==> src/rtl/dcache_pkg.sv <==
// Shared widths and FSM encoding for the direct-mapped write-back data cache.
package dcache_pkg;
  localparam int REQ_AW = 12;
  localparam int MEM_AW = 11;
  localparam int DATA_W = 64;

  typedef enum logic [1:0] {
    S_IDLE,
    S_WBACK,
    S_REFILL,
    S_RESP
  } state_e;
endpackage

==> src/rtl/dcache_array.sv <==
// Line storage: valid/dirty flags, tags and doubleword data.
// One asynchronous read port and one whole-entry write port.
module dcache_array
  import dcache_pkg::*;
#(
  parameter int LINES = 16,
  parameter int TAG_W = 7
) (
  input  logic                     clk,
  input  logic                     rst_n,
  input  logic [$clog2(LINES)-1:0] i_rd_idx,
  output logic                     o_rd_valid,
  output logic                     o_rd_dirty,
  output logic [TAG_W-1:0]         o_rd_tag,
  output logic [DATA_W-1:0]        o_rd_data,
  input  logic                     i_wr_en,
  input  logic [$clog2(LINES)-1:0] i_wr_idx,
  input  logic                     i_wr_valid,
  input  logic                     i_wr_dirty,
  input  logic [TAG_W-1:0]         i_wr_tag,
  input  logic [DATA_W-1:0]        i_wr_data
);
  logic [LINES-1:0]  r_valid;
  logic [LINES-1:0]  r_dirty;
  logic [TAG_W-1:0]  r_tag  [LINES];
  logic [DATA_W-1:0] r_data [LINES];

  assign o_rd_valid = r_valid[i_rd_idx];
  assign o_rd_dirty = r_dirty[i_rd_idx];
  assign o_rd_tag   = r_tag[i_rd_idx];
  assign o_rd_data  = r_data[i_rd_idx];

  // NOTE: sequential state uses non-blocking assignments so every flop samples pre-edge values.
  always_ff @(posedge clk or negedge rst_n) begin
    if (!rst_n) begin
      r_valid <= '0;
      r_dirty <= '0;
    end else if (i_wr_en) begin
      r_valid[i_wr_idx] <= i_wr_valid;
      r_dirty[i_wr_idx] <= i_wr_dirty;
    end
  end

  // NOTE: tag/data arrays stay unreset; the cleared valid bits make their contents irrelevant.
  always_ff @(posedge clk) begin
    if (i_wr_en) begin
      r_tag[i_wr_idx]  <= i_wr_tag;
      r_data[i_wr_idx] <= i_wr_data;
    end
  end
endmodule

==> src/rtl/dcache.sv <==
// Direct-mapped, write-back, write-allocate data cache with one doubleword per line.
// A single FSM sequences hit response, dirty-victim writeback and refill.
module dcache
  import dcache_pkg::*;
#(
  parameter int LINES = 16,
  parameter int TAG_W = 7
) (
  input  logic              clk,
  input  logic              rst_n,
  input  logic [REQ_AW-1:0] dcache_req_addr,
  input  logic              dcache_req_valid,
  input  logic              dcache_req_rw,
  input  logic [DATA_W-1:0] dcache_data_write,
  output logic [DATA_W-1:0] dcache_data_read,
  output logic              dcache_ready,
  output logic              dcache_hit,
  output logic              mem_req_valid,
  output logic              mem_req_rw,
  output logic [MEM_AW-1:0] mem_req_addr,
  output logic [DATA_W-1:0] mem_wdata,
  input  logic [DATA_W-1:0] mem_rdata,
  input  logic              mem_ready
);
  localparam int IDX_W = $clog2(LINES);

  state_e            r_state;
  state_e            w_next;
  logic [DATA_W-1:0] r_data_read;
  logic [DATA_W-1:0] w_rd_next;
  logic              w_rd_load;

  logic [IDX_W-1:0]  w_idx;
  logic [TAG_W-1:0]  w_tag;
  logic              w_unused;

  logic              w_line_valid;
  logic              w_line_dirty;
  logic [TAG_W-1:0]  w_line_tag;
  logic [DATA_W-1:0] w_line_data;

  logic              w_we;
  logic              w_wr_dirty;
  logic [TAG_W-1:0]  w_wr_tag;
  logic [DATA_W-1:0] w_wr_data;

  assign w_idx    = dcache_req_addr[IDX_W:1];
  assign w_tag    = dcache_req_addr[REQ_AW-1:IDX_W+1];
  assign w_unused = dcache_req_addr[0];

  dcache_array #(
    .LINES (LINES),
    .TAG_W (TAG_W)
  ) u_array (
    .clk        (clk),
    .rst_n      (rst_n),
    .i_rd_idx   (w_idx),
    .o_rd_valid (w_line_valid),
    .o_rd_dirty (w_line_dirty),
    .o_rd_tag   (w_line_tag),
    .o_rd_data  (w_line_data),
    .i_wr_en    (w_we),
    .i_wr_idx   (w_idx),
    .i_wr_valid (1'b1),
    .i_wr_dirty (w_wr_dirty),
    .i_wr_tag   (w_wr_tag),
    .i_wr_data  (w_wr_data)
  );

  assign dcache_hit       = dcache_req_valid & w_line_valid & (w_line_tag == w_tag);
  assign dcache_data_read = r_data_read;

  always_ff @(posedge clk or negedge rst_n) begin
    if (!rst_n) begin
      r_state     <= S_IDLE;
      r_data_read <= '0;
    end else begin
      r_state <= w_next;
      if (w_rd_load) r_data_read <= w_rd_next;
    end
  end

  // NOTE: every output of this block gets a default first so no path infers a latch.
  always_comb begin
    w_next        = r_state;
    w_rd_load     = 1'b0;
    w_rd_next     = r_data_read;
    w_we          = 1'b0;
    w_wr_dirty    = 1'b0;
    w_wr_tag      = w_tag;
    w_wr_data     = dcache_data_write;
    dcache_ready  = 1'b0;
    mem_req_valid = 1'b0;
    mem_req_rw    = 1'b0;
    mem_req_addr  = '0;
    mem_wdata     = '0;
    unique case (r_state)
      S_IDLE: begin
        if (dcache_req_valid) begin
          if (dcache_hit) begin
            w_next    = S_RESP;
            w_rd_load = 1'b1;
            if (dcache_req_rw) begin
              w_we       = 1'b1;
              w_wr_dirty = 1'b1;
              w_rd_next  = dcache_data_write;
            end else begin
              w_rd_next  = w_line_data;
            end
          end else if (w_line_valid && w_line_dirty) begin
            w_next = S_WBACK;
          end else begin
            w_next = S_REFILL;
          end
        end
      end
      S_WBACK: begin
        mem_req_valid = 1'b1;
        mem_req_rw    = 1'b1;
        mem_req_addr  = {w_line_tag, w_idx};
        mem_wdata     = w_line_data;
        if (mem_ready) begin
          // Rewrite the victim unchanged except for the dirty flag.
          w_we      = 1'b1;
          w_wr_tag  = w_line_tag;
          w_wr_data = w_line_data;
          w_next    = S_REFILL;
        end
      end
      S_REFILL: begin
        mem_req_valid = 1'b1;
        mem_req_addr  = dcache_req_addr[REQ_AW-1:1];
        if (mem_ready) begin
          w_we       = 1'b1;
          w_wr_dirty = dcache_req_rw;
          w_wr_data  = dcache_req_rw ? dcache_data_write : mem_rdata;
          w_rd_load  = 1'b1;
          w_rd_next  = w_wr_data;
          w_next     = S_RESP;
        end
      end
      S_RESP: begin
        dcache_ready = 1'b1;
        w_next       = S_IDLE;
      end
      default: w_next = S_IDLE;
    endcase
  end
endmodule
==> config.mk <==
export PLATFORM = sky130hd
export DESIGN_NAME = dcache
export DESIGN_NICKNAME = d
export VERILOG_FILES = /design/src/rtl/dcache_pkg.sv /design/src/rtl/dcache_array.sv /design/src/rtl/dcache.sv
export SDC_FILE = /design/constraint.sdc
export NUM_CORES = 1
export LEC_CHECK = 0
export CAP_MARGIN = 20
export CORE_MARGIN = 2
export CORE_UTILIZATION = 54
export CTS_CLUSTER_DIAMETER = 80
export DETAILED_ROUTE_END_ITERATION = 8
export PLACE_DENSITY = 0.84
export SLEW_MARGIN = 10
export SYNTH_ARGS = -nofsm -noshare
export SYNTH_HDL_FRONTEND = slang
export SYNTH_HIERARCHICAL = 1
export SYNTH_SLANG_ARGS = --single-unit
==> constraint.sdc <==
create_clock -name clk -period 8.4 [get_ports clk]
set_input_delay 1.26 -clock clk [delete_from_list [all_inputs] [get_ports clk]]
set_output_delay 1.26 -clock clk [all_outputs]
set_load 0.05 [all_outputs]
==> results.env <==
VIA_COUNT=32700
WL_PER_CELL_UM=31.8
RRSETUPSLACK_NS=3.52
SYNTH_SIMPLE_GATE_AREA_FRAC=0.0501
WORSTPATHCELLLIST='clkdlybuf4s50_1, nor2b_4, buf_4, a22oi_1, nand2_1, nand2_1, or4_2, nor2_1, clkdlybuf4s50_1'
SYNTH-COMPOUND-AREA-SHARE=0.0750
POWER_PER_CELL_AREA_nW_PER_UM2=317
GLOBAL_ROUTE.USAGE.TOTAL=0.300
SETUP-VIOLATIONS-FINAL=0
POSTSYNTHCELLCOUNT=3001
PERIOD_UTILIZATION=0.810
TIMING.CRITICAL_PATH.SLOWEST_STAGE_CELL='sky130_fd_sc_hd__clkdlybuf4s50_1'
DRIVE_ABOVE_1_SHARE=0.214
YOSYS_WARNINGS=6
DRTPASS1ITERATIONS=7
GRT-OVFL-TOTAL=0
WORST_R2R_STARTPOINT='u_array/r_tag[13][3]'
FIN_CELLS=4704
POSTSYNTHAREAPERCELL_UM2=17.4
CRIT_TYPE='in2out'
CLOCK_SKEW_NS=0.0365
INITIAL_CORE_UTIL=0.543
SYNTH-EDFF-COUNT=1136
TRITONCTS='yes'
GRT_PASS1_VIAS=33300
CRITICAL_PATH_PEAK_FANOUT=21
DETAIL_ROUTE.ITER0.VIOLATIONS=5657
SYNTH_TOP_FAMILY_BY_AREA='multiplexers'
TIMING.HOLD.WORST.START='u_array/r_valid[6]'
WHS_ENDPOINT='u_array/r_valid[6]'
SYNTH_FA_HA_AREA_FRAC=0.00120
PLACED_CELLS=4476
XOR_XNOR_SHARE_OF_THE_SYNTHESIZED_AREA=0.00117
CTS_MADE_BUFFERS=114
DESIGN.PORTCOUNT=288
PLACED_CELL_AREA_UM2=57000
GRT_FIRST_PASS_WIRELENGTH_UM=217000
TIGHTESTPINTRANSITION_NS=1.18
RSZ0062_AT_GRT='no'
NUMBER_OF_HOLD_VIOLATIONS_IN_THE_FINAL_REPORT=0
CTS_POST_SETUP_BUFFERS_INSERTED=0
DRT-TOTAL-WL_UM=150000
SLEW_VIOL_FINAL=0
VIAS_PER_STD_CELL=6.95
HPWLAFTERDP_UM=81500
FP-ROW-COUNT=114
FINALNETCOUNT=3478
SYN_AREA_UM2=52300
CRIT_PATH_END_KIND='primary output'
MOST_COMMON_CELL_AFTER_LAYOUT_FILL_AND_TAPS_ASIDE='sky130_fd_sc_hd__edfxtp_1'
TIMING.CRITICAL_PATH.MAX_DELAY_FAMILY='buffers and inverters'
POSTSYNTH.TOPFLOPCELL='sky130_fd_sc_hd__edfxtp_1'
FINAL_CORE_UTIL=0.631
SYNTH.YOSYS.SEQ_AREA_SHARE=0.700
GRT_MAX_DEGREE=112
WORST_VDD_IR_V=0.000263
MAX-SLEW-MARGIN-REL=0.203
TRITONCTS_NUM_SINKS=1234
CELLLEAKAGEPOWER_nW=20.4
RR_ENDPOINT='u_array/r_data[4][61]'
MULTIINPUTGATEAREA_UM2=14600
CTS.REPAIR.RESIZED=0
WORSTREGTOREGCELLS=10
NUMBER_OF_ANTENNA_VIOLATIONS_AT_THE_FIRST_CHECK_IN_GLOBAL_ROUTING=4
FILLERS=6222
MAX_FREQ_MHz=147
FLOORPLAN.DIE.WIDTH_UM=315
YOSYS_REGISTER_BITS=1234
YS_ASYNC_SR_FRACTION=0.0794
CP_DATA_ARRIVAL_TIME_NS=5.55
TIMING.CRITICAL_PATH.SLOWEST_CELL_DELAY_NS=0.86
LAYOUT_COMMON_CELLS='1136 x sky130_fd_sc_hd__edfxtp_1, 292 x sky130_fd_sc_hd__mux4_2, 282 x sky130_fd_sc_hd__clkdlybuf4s50_1'
DESIGN.CORE.AREA_UM2=96300
CLK_PIN_SLEW_NS=0.07
FINAL-SEQ-AREA_UM2=36600
CRIT_PATH_START_KIND='input pin'
FIN_SETUP_TNS_NS=0
WORST_HOLD_PATH_TYPE='reg2reg'
SYNTH.DISTINCT_CELLS=41
CTS_ROOT_BUFFER='sky130_fd_sc_hd__clkbuf_16'
ROUTE.ANTENNA.REMAINING_NETS=0
CTS-HOLD-FIX-BUFFERS=0
OUTCOME='completed'
WHS_PATH_DEPTH=1
CRITPATHREQUIREDTIME_NS=7.14
DIE_Y_UM=315
CLOCK_INSERTION_DELAY_AT_THE_LATER_PIN_OF_THE_SKEW_REPORT_NS=0.71
REMAINING_DRC_ERRORS=0
TIMING.MAX_CAP.VIOLATIONS=0
CLOCKBUFFERDEPTH=3
SYNTHTOLAYOUTAREAGROWTH_PCT=16.3
HTREE_NUM_LEVELS=3
FIN_CRIT_NS=6.81
PORT_BUFFERS=286
FINALINSTANCEAREA_UM2=60800
MUXSHAREOFSYNTHAREA=0.147
FINAL_WEIGHTED_CONGESTION_OF_ROUTABILITY_DRIVEN_GLOBAL_PLACEMENT=0.789
WORST-PATH-BUF-INV=3
DIE_AREA_UM2=99300
final cells by class:
class / instances / area share
flip-flops and latches: 1234 / 0.602
multi-input cells: 1480 / 0.240
repair buffers: 431 / 0.0678
clock buffers: 154 / 0.0503
well taps: 1276 / 0.0263
clock inverters: 61 / 0.00953
inverters: 67 / 0.00414
diodes: 1 / 0.0000412
Yosys cell counts, types with 3 or more instances:
cell,count,area (µm²)
sky130_fd_sc_hd__edfxtp_1,1136,34100
sky130_fd_sc_hd__buf_8,6,90.1
sky130_fd_sc_hd__nor2_1,18,67.6
sky130_fd_sc_hd__o211ai_1,4,30.0
sky130_fd_sc_hd__mux4_2,292,6580
sky130_fd_sc_hd__clkbuf_1,122,458
sky130_fd_sc_hd__mux2i_1,64,641
sky130_fd_sc_hd__ha_1,5,62.6
sky130_fd_sc_hd__o211ai_2,60,751
sky130_fd_sc_hd__buf_2,30,150
sky130_fd_sc_hd__buf_1,30,113
sky130_fd_sc_hd__nand3_1,67,335
sky130_fd_sc_hd__nor3_1,3,15.0
sky130_fd_sc_hd__a22oi_1,153,1150
sky130_fd_sc_hd__dfrtp_1,98,2450
sky130_fd_sc_hd__o21ai_0,193,966
sky130_fd_sc_hd__nand2_1,210,788
sky130_fd_sc_hd__a222oi_1,64,641
sky130_fd_sc_hd__and2_1,69,432
sky130_fd_sc_hd__buf_4,33,248
sky130_fd_sc_hd__buf_6,5,56.3
sky130_fd_sc_hd__mux2_2,39,439
sky130_fd_sc_hd__nor2b_1,74,463
sky130_fd_sc_hd__inv_1,67,251
sky130_fd_sc_hd__nand2b_1,4,25.0
sky130_fd_sc_hd__a21oi_1,66,330
sky130_fd_sc_hd__or4_1,3,22.5
sky130_fd_sc_hd__nand4_1,64,400
sky130_fd_sc_hd__xor2_1,7,61.3
report_power, final:
part,switching [mW],internal (mW)
clock network,2.31,2.81
logic,3.95,1.80
registers,0.305,8.10
total,6.56,12.7
state kept, by name, summed over array words and instances, names as in the netlist:
name,cells
dcache_data_read,64
r_state,2
u_array/r_data,1024
u_array/r_dirty,16
u_array/r_tag,112
u_array/r_valid,16
routing by layer:
metal | wire, µm | global-route usage | up-vias
li1 | - | - | 12900
met1 | 51400 | 0.384 | 16600
met2 | 74200 | 0.493 | 2745
met3 | 17000 | 0.0641 | 523
met4 | 7120 | 0.138 | 4
met5 | 22 | 0 | -
worst max-delay path by stage:
stage	start	to	slack [ns]	cells past startpoint
6_report	dcache_req_addr[3]	dcache_hit	1.59	9
5_1_grt	dcache_req_addr[3]	dcache_hit	1.58	9
4_1_cts	dcache_req_addr[3]	dcache_hit	1.62	9
3_5_place_dp	dcache_req_addr[3]	u_array/r_data[4][44]	1.46	12
3_3_place_gp	dcache_req_addr[3]	u_array/r_data[4][44]	1.55	12
2_1_floorplan	dcache_req_addr[1]	u_array/r_dirty[4]	0.50	14
metrics by stage:
step	power [mW]	setup WS, ns	hold WS, ns
after floorplan	11.9	0.498	0.475
after global placement	13.8	1.55	0.485
after detailed placement	14.0	1.46	0.490
after CTS	19.1	1.62	0.504
after global routing	19.8	1.58	0.522
final	19.3	1.59	0.507
kinds of logic after synthesis:
kind of cell / Yosys count
flip-flops: 1234
AO/OA/AOI/OAI: 547
AND/OR/NAND/NOR: 519
multiplexers: 395
buffers and inverters: 293
XOR/XNOR: 7
adder cells (fa/ha/maj): 5
other: 1
worst reg2reg max path, stage by stage (launching register included):
cell                       delay (ns)
sky130_fd_sc_hd__edfxtp_1        0.44
sky130_fd_sc_hd__mux4_2          0.50
sky130_fd_sc_hd__a22oi_1         0.18
sky130_fd_sc_hd__nand2_1         0.23
sky130_fd_sc_hd__xor2_1          0.26
sky130_fd_sc_hd__nor4_4          0.31
sky130_fd_sc_hd__nand3_1         0.27
sky130_fd_sc_hd__o22ai_1         0.40
sky130_fd_sc_hd__or3b_2          0.63
sky130_fd_sc_hd__nor2_4          0.88
sky130_fd_sc_hd__buf_4           0.46
Power figures use the tool's default switching activity.
